==> src/rtl/segment7_scan_driver.sv <==
// ---------------------------------------------------------------------------
// segment7_scan_driver
//
// Time-multiplexed driver for a DIGITS-wide common-segment 7-segment display.
// A packed BCD word is captured into a staging register on `load` and copied
// into the display (shadow) register only at a frame boundary. This keeps a
// new value from replacing the old one part-way through a frame. Each digit
// slot lasts SCAN_DIV clocks. The first clock of every slot is dead time:
// all digits are off, which prevents ghosting between digits. Digits at or
// above KEEP_DIGITS are blanked when they and every higher digit are zero.
//
// Optional feature macro: SEG7_BLINK_EN
//   When defined, the `blink` port and a frame counter are present. The
//   blink phase toggles every BLINK_FRAMES frames. The display goes dark
//   while blink=1 and the phase is 1.
//
// Parameters
//   DIGITS        number of digits (>=2); digit 0 is the rightmost
//   SCAN_DIV      clocks per digit slot (>=2)
//   KEEP_DIGITS   lowest digits that are never blanked (1..DIGITS)
//   BLINK_FRAMES  frames per blink half-period (SEG7_BLINK_EN only)
//
// Ports
//   clk         clock, rising edge
//   rst_n       asynchronous active-low reset
//   bcd_in      packed BCD, digit k = bcd_in[4k+3:4k]
//   load        one-cycle strobe that captures bcd_in
//   blank_all   level, forces all segments off (scanning continues)
//   blink       level, blink request (SEG7_BLINK_EN only)
//   seg_out     segments {a,b,c,d,e,f,g}, bit 6 = a, active high, registered
//   dig_sel     one-hot digit enable, active high, registered
//   frame_done  one-cycle pulse after the digit index wraps, registered
// ---------------------------------------------------------------------------
module segment7_scan_driver #(
  parameter int DIGITS      = 3,
  parameter int SCAN_DIV    = 1000,
  parameter int KEEP_DIGITS = 1
`ifdef SEG7_BLINK_EN
  , parameter int BLINK_FRAMES = 64
`endif
) (
  input  logic                clk,
  input  logic                rst_n,
  input  logic [4*DIGITS-1:0] bcd_in,
  input  logic                load,
  input  logic                blank_all,
`ifdef SEG7_BLINK_EN
  input  logic                blink,
`endif
  output logic [6:0]          seg_out,
  output logic [DIGITS-1:0]   dig_sel,
  output logic                frame_done
);

  localparam int CNT_W = $clog2(SCAN_DIV);
  localparam int IDX_W = $clog2(DIGITS);
  localparam logic [CNT_W-1:0] CNT_LAST = CNT_W'(SCAN_DIV - 1);
  localparam logic [IDX_W-1:0] IDX_LAST = IDX_W'(DIGITS - 1);

  logic [CNT_W-1:0]    r_cnt;
  logic [IDX_W-1:0]    r_idx;
  logic [4*DIGITS-1:0] r_stage;
  logic [4*DIGITS-1:0] r_shadow;
  logic                r_pend;
  logic [6:0]          r_seg;
  logic [DIGITS-1:0]   r_dig;
  logic                r_fd;

  logic                w_tc;
  logic                w_wrap;
  logic                w_dark;
  logic [3:0]          w_digits [DIGITS];
  logic [DIGITS-1:0]   w_lz_blank;
  logic [6:0]          w_pat;

  // Digit value to segment pattern; every non-BCD code shows a dash.
  function automatic logic [6:0] f_seg(input logic [3:0] d);
    case (d)
      4'd0:    f_seg = 7'h7E;
      4'd1:    f_seg = 7'h30;
      4'd2:    f_seg = 7'h6D;
      4'd3:    f_seg = 7'h79;
      4'd4:    f_seg = 7'h33;
      4'd5:    f_seg = 7'h5B;
      4'd6:    f_seg = 7'h5F;
      4'd7:    f_seg = 7'h70;
      4'd8:    f_seg = 7'h7F;
      4'd9:    f_seg = 7'h7B;
      default: f_seg = 7'h01;
    endcase
  endfunction

  assign w_tc   = (r_cnt == CNT_LAST);
  assign w_wrap = w_tc && (r_idx == IDX_LAST);

  // Slot counter and digit index
  always_ff @(posedge clk or negedge rst_n) begin
    if (!rst_n) begin
      r_cnt <= '0;
      r_idx <= '0;
    end else if (w_tc) begin
      r_cnt <= '0;
      r_idx <= w_wrap ? '0 : r_idx + IDX_W'(1);
    end else begin
      r_cnt <= r_cnt + CNT_W'(1);
    end
  end

  // Staging and shadow registers. A load that lands on the wrap edge goes
  // straight to the shadow, so it is not deferred by a whole frame.
  always_ff @(posedge clk or negedge rst_n) begin
    if (!rst_n) begin
      r_stage  <= '0;
      r_shadow <= '0;
      r_pend   <= 1'b0;
    end else begin
      if (load) r_stage <= bcd_in;
      if (w_wrap) begin
        if (load)        r_shadow <= bcd_in;
        else if (r_pend) r_shadow <= r_stage;
        r_pend <= 1'b0;
      end else if (load) begin
        r_pend <= 1'b1;
      end
    end
  end

  // Leading-zero blanking: walk down from the top digit. A digit stays
  // blankable only while every digit from the top down to it is zero.
  // A dash code (>9) counts as non-zero.
  always_comb begin
    logic zero_run;
    zero_run   = 1'b1;
    w_lz_blank = '0;
    for (int k = DIGITS - 1; k >= 0; k--) begin
      w_digits[k]   = r_shadow[4*k +: 4];
      zero_run      = zero_run && (w_digits[k] == 4'd0);
      w_lz_blank[k] = zero_run && (k >= KEEP_DIGITS);
    end
  end

  always_comb begin
    w_pat = f_seg(w_digits[r_idx]);
    if (blank_all || w_dark || w_lz_blank[r_idx]) w_pat = 7'h00;
  end

`ifdef SEG7_BLINK_EN
  localparam int FC_W = (BLINK_FRAMES > 1) ? $clog2(BLINK_FRAMES) : 1;
  localparam logic [FC_W-1:0] FC_LAST = FC_W'(BLINK_FRAMES - 1);

  logic [FC_W-1:0] r_fcnt;
  logic            r_phase;

  // The phase free-runs on frame wraps, whether or not blink is requested.
  always_ff @(posedge clk or negedge rst_n) begin
    if (!rst_n) begin
      r_fcnt  <= '0;
      r_phase <= 1'b0;
    end else if (w_wrap) begin
      if (r_fcnt == FC_LAST) begin
        r_fcnt  <= '0;
        r_phase <= ~r_phase;
      end else begin
        r_fcnt <= r_fcnt + FC_W'(1);
      end
    end
  end

  assign w_dark = blink && r_phase;
`else
  assign w_dark = 1'b0;
`endif

  // Output registers; cnt==0 is the dead-time clock of each slot.
  always_ff @(posedge clk or negedge rst_n) begin
    if (!rst_n) begin
      r_seg <= 7'h00;
      r_dig <= '0;
      r_fd  <= 1'b0;
    end else begin
      r_fd <= w_wrap;
      if (r_cnt == '0) begin
        r_seg <= 7'h00;
        r_dig <= '0;
      end else begin
        r_seg <= w_pat;
        r_dig <= DIGITS'(1) << r_idx;
      end
    end
  end

  assign seg_out    = r_seg;
  assign dig_sel    = r_dig;
  assign frame_done = r_fd;

endmodule

==> config.mk <==
export PLATFORM = sky130hd
export DESIGN_NAME = segment7_scan_driver
export DESIGN_NICKNAME = d
export VERILOG_FILES = /design/src/rtl/segment7_scan_driver.sv
export SDC_FILE = /design/constraint.sdc
export NUM_CORES = 1
export LEC_CHECK = 0
export CAP_MARGIN = 0
export CORE_AREA = 2 2 67 69
export CTS_CLUSTER_SIZE = 28
export DETAILED_ROUTE_END_ITERATION = 8
export DIE_AREA = 0 0 69 71
export PLACE_DENSITY = 0.77
export SYNTH_ARGS = -nofsm -noshare
export SYNTH_HDL_FRONTEND = slang
export SYNTH_SLANG_ARGS = --single-unit
==> constraint.sdc <==
create_clock -name clk -period 2.5 [get_ports clk]
set_clock_uncertainty 0.05 [all_clocks]
set_input_delay 0.5 -clock clk [delete_from_list [all_inputs] [get_ports clk]]
set_output_delay 0.5 -clock clk [all_outputs]
set_load 0.05 [all_outputs]
* Yosys cells after proc, flatten, opt, wreduce, memory -nomap -nowiden
Memory sizes are Yosys's and may differ from the RTL's.
Index checks and enable logic that the tools add are counted.
** Word-level totals
- Bits of input ports :: 16
- Logic and storage cells :: 40
- Bits in read-only memories :: 112
- Memories :: 1
- Register bits :: 48
- Output and inout bits :: 11
** Operators by class
- Reductions and logical operators :: 9
- Magnitude comparators :: 2
- Add/subtract/negate cells :: 2
- Shifts and indexed selects :: 1
- Mux-type cells :: 14
- Equal/unequal tests :: 2
- Bitwise logic cells :: 1
** Memories
- (name not given) :: words 16, width 7, rd ports 1, clocked after memory_dff 0, write ports 0, line 78 : case (d)
** Operator list (count)
- $mux 12 :: 2
- $mux 7 :: 2
- $add 10x1->10 const B :: 1
- $eq 10x10->1 const B :: 1
- $logic_not 10->1 :: 1
- $mux 10 :: 1
- $bmux 4 s2 :: 1
- $logic_not 4->1 :: 2
- $mux 4 :: 2
- $reduce_bool 2->1 :: 2
- $ge 3x3->1 const B :: 1
- $lt 2x3->1 const B :: 1
- $mux 1 :: 3
- $mux 3 :: 1
- $not 2->3 :: 1
- $shl 1x2->3 const A :: 1
- $add 2x1->2 const B :: 1
- $bmux 1 s2 :: 1
- $eq 2x2->1 const B :: 1
- $logic_and 1x1->1 :: 2
- $mux 2 :: 1
- $reduce_and 2->1 :: 1
- $logic_or 1x1->1 :: 1

* Logic depth before layout (Yosys ltp)
Gate-level depths: netlist of the first run.
- Depth after elaboration :: 7
- Gate-level depth with buffers :: 10
- Mapped depth without buffers :: 9

* Worst setup path after synthesis of the first run
OpenSTA, ideal clock, no wires.
- Kind :: reg2reg
- From :: reg r_idx[0]
- To :: reg r_seg[5] (netlist: seg_out[5])
- Slack :: 172 ps
- Data required time :: 2372 ps
- Arrival time :: 2200 ps
- Cell stages (with the launch flop) :: 9
- Library setup time :: 78 ps
- Path buffers :: 1
- Clock period less this slack :: 2328 ps
- Cell sequence :: dfrtp_1 -> buf_2 -> mux2_2 -> a22oi_1 -> ha_1 -> nor2b_1 -> a22o_1 -> or2_2 -> a21oi_1
** On the way
- Cells in the longest elaborated chain, start to end :: 7
- Elaborated cells on any way between the ends :: 10
- Classes of those cells :: mux (7); bitwise (1); reduce/logical (1); memory (1)
** Ends and longest elaborated chain
- start, declared :: line 61 : logic [IDX_W-1:0] r_idx;
- start signal, assigned :: line 103 : r_idx <= w_wrap ? '0 : r_idx + IDX_W'(1);
- $not 2->3 (implied by the code) :: line 143 : w_pat = f_seg(w_digits[r_idx]);
- $bmux 4 s2 :: line 143
- $mux 4 (implied by the code) (2 in a row) :: line 143
- $mem_v2 16x7
- $mux 7 * :: line 144 : if (blank_all || w_dark || w_lz_blank[r_idx]) w_pat = 7'h00;
- $mux 7 * :: line 182 : if (r_cnt == '0) begin
- end signal, assigned :: line 186 : r_seg <= w_pat;
- end, declared :: line 65 : logic [6:0] r_seg;
Mark *: on every way between the ends. The rest lies on a longest branch, timed or not. The select of a mux whose other input is x is not followed.
A chain may end at the register's enable or synchronous reset.

* Worst setup path after layout of the first run
Ends and elaborated chain as after synthesis.

==> results.md, run 1 <==
- Clock Latency Late Sink: 0.31 ns
- Fin. Hold Viols: 0
- Total wire length: 4.11 mm
- Vias per cell: between 5 and 6
- Antenna violations before repair: 0
- Fraction of registers with async set/reset: 1.00
- Pre-antenna DRT Iters: 4
- Ratio of cells with drive above 1 in the final layout: 0.220
- CTS max path bufs: 2
- DPL Wire Length: 3.04 mm
- Crit Path Max Fanout: 11
- Routability-driven placement congestion ratio: roughly 0.88
- Synthesized area: between 0.002 and 0.0025 mm2
- Root Driver: clkbuf_8
- Worst path arrival time: 2.43 ns
- Final worst-path cycle share: 0.901
- IO Count: 27
- Fin area: 0.00269 mm2
- TNS Setup: 0 ns
- Antenna Violating Nets Remaining: 0
- Setup WS post-layout: 0.247 ns
- Vias in the first global route: about 1.5k
- Compound-cell area share of the yosys netlist: 0.0637
- Total core area: 0.00420 mm2
- Distinct cells, synth: 41
- M3 GR Usage: 0.0484
- Max-cap viol count: 0
- Port bufs: 26
- CTS tree: done
- Synth Area in Simple Gates: 0.129
- Multiplexer share of the synthesized area: 0.171
- Worst-Margin Slew: 0.536 ns
- Xor/xnor cell area share of the yosys netlist: 0.0274
- Largest family of logic cells by synthesized area: multiplexers
- Yosys reg bits: 48
- CTS Buf Count: 5
- Largest net degree at the start of global routing: 26
- Syn Nets: 205
- # rows: 24
- Drt drc: 0
- Pwr/cell area: 548 mW/mm2
- Setup Buffers After CTS: 0
- Filler instances: 321
- Met1 Use GR: 0.254
- Multi-input gate area: 975 um2
- Startpoint Class: register
- Post-synth top area cell: dfrtp_1
- Final min period: 2.25 ns
- Setup Crit Path Kind: reg2reg
- Routed WL per cell: 15.4 um
- Die width: 69 um
- Sequential area share after synthesis: 0.537
- Top cell type's share of synthesized area: 0.537
- # hold bufs at CTS: 0
- Gr busiest metal: met2
- Dominant synthesized flop cell: dfrtp_1
- Final nets: 237
- Relative max-transition margin: 0.643
- Lkg Pwr: ~1.3 nW
- Initial DRC count: ~120
- Worst EP required: 2.68 ns
- Initial Utilization: 0.532
- Area post-placement: 0.00258 mm2
- Mapped Avg Cell Area: 12.4 um2
- Unrepaired setup endpoints after global routing: no
- Total track usage: 0.190
- Largest cells by area after synthesis: dfrtp_1 (54%), mux2_2 (9.1%), mux2_4 (6.7%), ha_1 (4.5%), nor2_1 (2.5%)
- Hold Crit Class: in2async
- Area delta synth->final: 20.3%
- FF+latch area: around 0.0012 mm2
- ANT cells: 0
- Post-cts sizing count: 0
- DIE AREA: 0.00490 mm2
- Clk pin slew, worst setup/hold paths: 0.09 ns
- Setup violations, final: 0
- First-pass GRT wire length: 7.36 mm
- Die Y: ~71 um
- CTS sink count: 48
- Adder-Cell Fraction of Synth Area: 0.0447
- Worst Setup End Kind: register
- Cells after synthesis: 181
- Highest clock rate: 444 MHz
- Syn. warnings: 0
- Post-synth EDFFs: 0
- Setup WS pre-CTS: 0.182 ns
- Fin. max-slew vios: 0
- Met2 usage: 0.306
- Clock H-tree levels: 2
- Status: completed
- Total grt overflow: 0
- DR vias: 1479
- Max VDD drop: 456 uV
==> synthesized netlist by cell type, drive strengths merged, types with 2 or more instances <==
library cell  instances
o21ai                 3
dfrtp                48
nor2b                 3
clkbuf                2
nor3                  4
mux2                 28
or3                   3
a22oi                 2
ha                    8
a21oi                 8
nand2                 6
mux2i                 3
nand4                 2
a211o                 2
nor4                  3
xor2                  4
buf                   4
nand3                 7
xnor2                 3
inv                   8
nor2                 15
nand2b                2
==> state kept, by name, summed over array words and instances, names as in the netlist <==
name and cells:
frame_done 1, seg_out 7, r_cnt 10, r_shadow 12
dig_sel 3, r_stage 12, r_pend 1, r_idx 2
==> per-layer routing <==
layer	share of wire	routed length [um]	up-vias
li1	-	-	695
met1	0.44	1830	720
met2	0.49	2010	56
met3	0.053	218	8
met4	0.013	54	0
met5	0	0	-
==> path summary, 6_finish.rpt <==
| check | startpoint | endpoint | slack [ns] | cells after the start |
|---|---|---|---|---|
| setup / recovery | r_idx[0] | seg_out[5] | 0.25 | 7 |
| hold / removal | rst_n | r_cnt[7] | 0.11 | 1 |
| setup reg to reg | r_idx[0] | seg_out[5] | 0.25 | 7 |
| hold reg to reg | r_cnt[0] | r_cnt[0] | 0.43 | 1 |
| max in group asynchronous | rst_n | r_shadow[11] | 1.77 | 2 |
| min in group clk | r_cnt[0] | r_cnt[0] | 0.43 | 1 |
==> power breakdown <==
part	switching, W	leakage [nW]	internal (W)
Sequential	0.00000608	0.603	0.000799
Clock	0.000262	0.0548	0.000301
Combinational	0.0000545	0.615	0.0000517
Total	0.000323	1.27	0.00115
==> cell usage in the layout, fill, tap and decap left out, types with 4 or more instances in the layout <==
master,netlist,layout
dfrtp_1,48,47
clkdlybuf4s50_1,0,25
mux2_2,18,18
nor2_1,15,15
mux2_4,10,10
a21oi_1,8,8
inv_1,8,8
ha_1,8,8
nand3_1,6,6
nand2_1,5,5
clkbuf_8,0,5
nor3_1,4,4
xor2_1,4,4
buf_4,0,4
==> cell families after synthesis <==
group	Yosys count
xor gates and xnor gates	7
DFF	48
adders and majority gates	8
AOI/OAI and AO/OA	22
buffers and inverters	14
and+or+nand+nor	51
muxes	31
==> area by class of cell <==
class / instances / share of cell area
Timing Repair Buffer: 31 / 0.113
Multi-Input combinational cell: 119 / 0.362
Clock buffer: 5 / 0.0256
Clock inverter: 3 / 0.0172
Inverter: 8 / 0.0112
Tap cell: 52 / 0.0242
Sequential cell: 48 / 0.447
==> stage by stage <==
| stage | cells | util | power [W] | hold WS [ns] |
|---|---|---|---|---|
| floorplan | 181 | - | 0.000868 | 0.154 |
| global placement | 258 | 0.613 | 0.000925 | 0.412 |
| detailed placement | 258 | 0.613 | 0.000931 | 0.421 |
| CTS | 266 | 0.640 | 0.00149 | 0.134 |
| global route | 266 | 0.640 | 0.00154 | 0.145 |
| finish | 266 | 0.640 | 0.00147 | 0.114 |
==> critical path, stage by stage (launching register included) <==
cell and delay [ns]:
dfrtp_2 0.49, mux2_2 0.37, a22oi_1 0.22, ha_1 0.29, nor2b_1 0.13, a22o_1 0.19
or2_2 0.27, a21oi_1 0.15
Note: power is estimated with default switching activity, not from simulation.
==> run 2, diff against run 1 <==
- CORE_AREA: 2 2 67 69 -> 2 2 66 68
- DIE_AREA: 0 0 69 71 -> 0 0 68 70
- PLACE_DENSITY: 0.77 -> 0.8
- clock period: 2.5 -> 2.6 ns (I/O delays scaled with it)
==> run 2 against run 1 <==
Net effect: sequential power shrank 4.0%; critical path depth grew 1; setup slack gained 0.014 ns; global-route usage shrank 0.12 points; register-to-register slack is essentially flat; sequential share of layout area grew 0.69 points; design area shrank 1.6%; final cell count is the same; sequential cell count is the same; clock power shrank 26%; routed wire length shrank 9.2%; worst hold slack lost 0.11 ns; critical path type unchanged.
==> results.md, run 2 (synthesized netlist as in run 1, its figures left out) <==
- Clock Latency Late Sink: 0.30 ns
- Internal Power: 0.00100 W
- Total track usage: 0.189
- Final min period: 2.34 ns
- Worst Setup End Kind: register
- Path depth of the worst reg2reg path: 8
- DIE AREA: 0.00476 mm2
- Buffer and inverter count on the worst path: 0
- Initial Utilization: 0.540
- Critical path, cell by cell: mux2i_1, nor2_1, a21oi_1, ha_1, nor2b_1, a22o_1, or2_2, a21oi_1
- DR vias: 1425
- Status: completed
- Max-cap viol count: 0
- Setup Buffers After CTS: 0
- Clock power share: 0.323
- Pwr/cell area: 487 mW/mm2
- TNS Setup: 0 ns
- Fin. max-slew vios: 0
- Total grt overflow: 0
- Antenna violations before repair: 0
- Port bufs: 26
- Largest regs: r_shadow: 12 flops, r_stage: 12 flops, r_cnt: 10 flops
- Routability-driven placement congestion ratio: 0.880
- Filler instances: 317
- Delay-heaviest family, CP: compound AO/OA/AOI/OAI gates
- Post-layout util: 0.639
- FF+latch area: approximately 0.0012 mm2
- Setup Crit Path Kind: reg2reg
- Lkg Pwr: 1.26 nW
- CTS sink count: 48
- Die width: 68 um
- Highest clock rate: 428 MHz
- Largest net degree at the start of global routing: 24
- Relative max-transition margin: 0.672
- Commonest non-fill, non-tap cell in the layout: dfrtp_1
- Reg power frac: 0.600
- Hold Crit Class: in2async
- First-pass GRT wire length: 6.57 mm
- Final worst-path cycle share: 0.900
- Worst EP required: 2.78 ns
- Die Y: 70 um
- Pre-antenna DRT Iters: 4
- Switching Fraction: 0.224
- Worst-Margin Slew: 0.490 ns
- Root Driver: clkbuf_8
- Max VDD drop: roughly 300 uV
- ANT cells: 0
- Routed WL per cell: 14.0 um
- Area post-placement: ~0.0026 mm2
- Vias per cell: about 5.4
- Sw power: 0.000289 W
- DPL Wire Length: ~2.7 mm
- Worst path max stage delay: around 0.56 ns
- Clk pin slew, worst setup/hold paths: 0.08 ns
- Startpoint Class: register
- Multi-input gate area: 975 um2
- Final Power: 0.00129 W
- Ratio of cells with drive above 1 in the final layout: 0.210
- Worst reg-to-reg setup slack: ~0.26 ns
- Vias in the first global route: 1414
- Clock H-tree levels: 2
- Slowest cell on the critical path: dfrtp_1
- CTS max path bufs: 2
- Post-cts sizing count: 0
- Total core area: 0.00414 mm2
- Fin area: around 0.0026 mm2
- Fin. Hold Viols: 0
- Area delta synth->final: 18.3%
- Antenna Violating Nets Remaining: 0
- Most frequent cells in the layout: dfrtp_1 (48), clkdlybuf4s50_1 (25), mux2_2 (18), nor2_1 (15), mux2_4 (10)
- CTS tree: done
- Final nets: 238
- Worst path arrival time: 2.52 ns
- # rows: 24
- Combinational power share: 0.077
- Drt drc: 0
- IO Count: 27
- Total wire length: 3.73 mm
- # hold bufs at CTS: 0
- Crit Path Max Fanout: 11
- Initial DRC count: 96
- Unrepaired setup endpoints after global routing: no
- Setup violations, final: 0
- Critical Path Stages: 8
- CP dominant cell by count: a21oi_1
- CTS Buf Count: 5
## run 2: area by class of cell
| cell class | count | area share |
|---|---|---|
| flip-flops and latches | 48 | 0.453 |
| multi-input cells | 119 | 0.368 |
| repair buffers | 32 | 0.113 |
| clock buffers | 6 | 0.0274 |
| well taps | 52 | 0.0246 |
| inverters | 8 | 0.0113 |
| clock inverters | 1 | 0.00189 |
## run 2: path summary, 6_finish.rpt
kind,startpoint,end
worst min-delay path,rst_n,r_stage[6]
worst max register to register,r_idx[0],seg_out[5]
min in group clk,r_pend,r_pend
worst min register to register,r_pend,r_pend
worst max-delay path,r_idx[0],seg_out[5]
max in group asynchronous,rst_n,seg_out[4]
## run 2: stage by stage
| stage | hold slack, ns | instances | worst slack (ns) |
|---|---|---|---|
| after floorplan | 0.174 | 181 | 0.272 |
| after global placement | 0.334 | 259 | 0.407 |
| after detailed placement | 0.340 | 259 | 0.282 |
| after CTS | 0.000662 | 266 | 0.255 |
| after global routing | 0.0126 | 266 | 0.0870 |
| final | 0.00542 | 266 | 0.261 |
## run 2: per-layer routing
| layer | wire length [um] | GRT usage | up-vias |
|---|---|---|---|
| li1 | - | - | 697 |
| met1 | 1720 | 0.249 | 686 |
| met2 | 1740 | 0.282 | 32 |
| met3 | 183 | 0.0644 | 10 |
| met4 | 87 | 0.0822 | 0 |
| met5 | 0 | 0 | - |
## run 2: power groups by stage
stage	Combinational [W]	Clock [W]	Sequential, W
floorplan	0.0000298	0	0.000805
finish	0.0000995	0.000417	0.000774
global placement	0.000101	0	0.000788
detailed placement	0.000102	0	0.000790
CTS	0.000102	0.000428	0.000774
global route	0.000110	0.000459	0.000776
==> run 3, diff against run 2 <==
- ABC_CLOCK_PERIOD_IN_PS: unset -> 2600
==> results of run 3 <==
No change in the layout: final DEF, timing and power equal those of run 2.
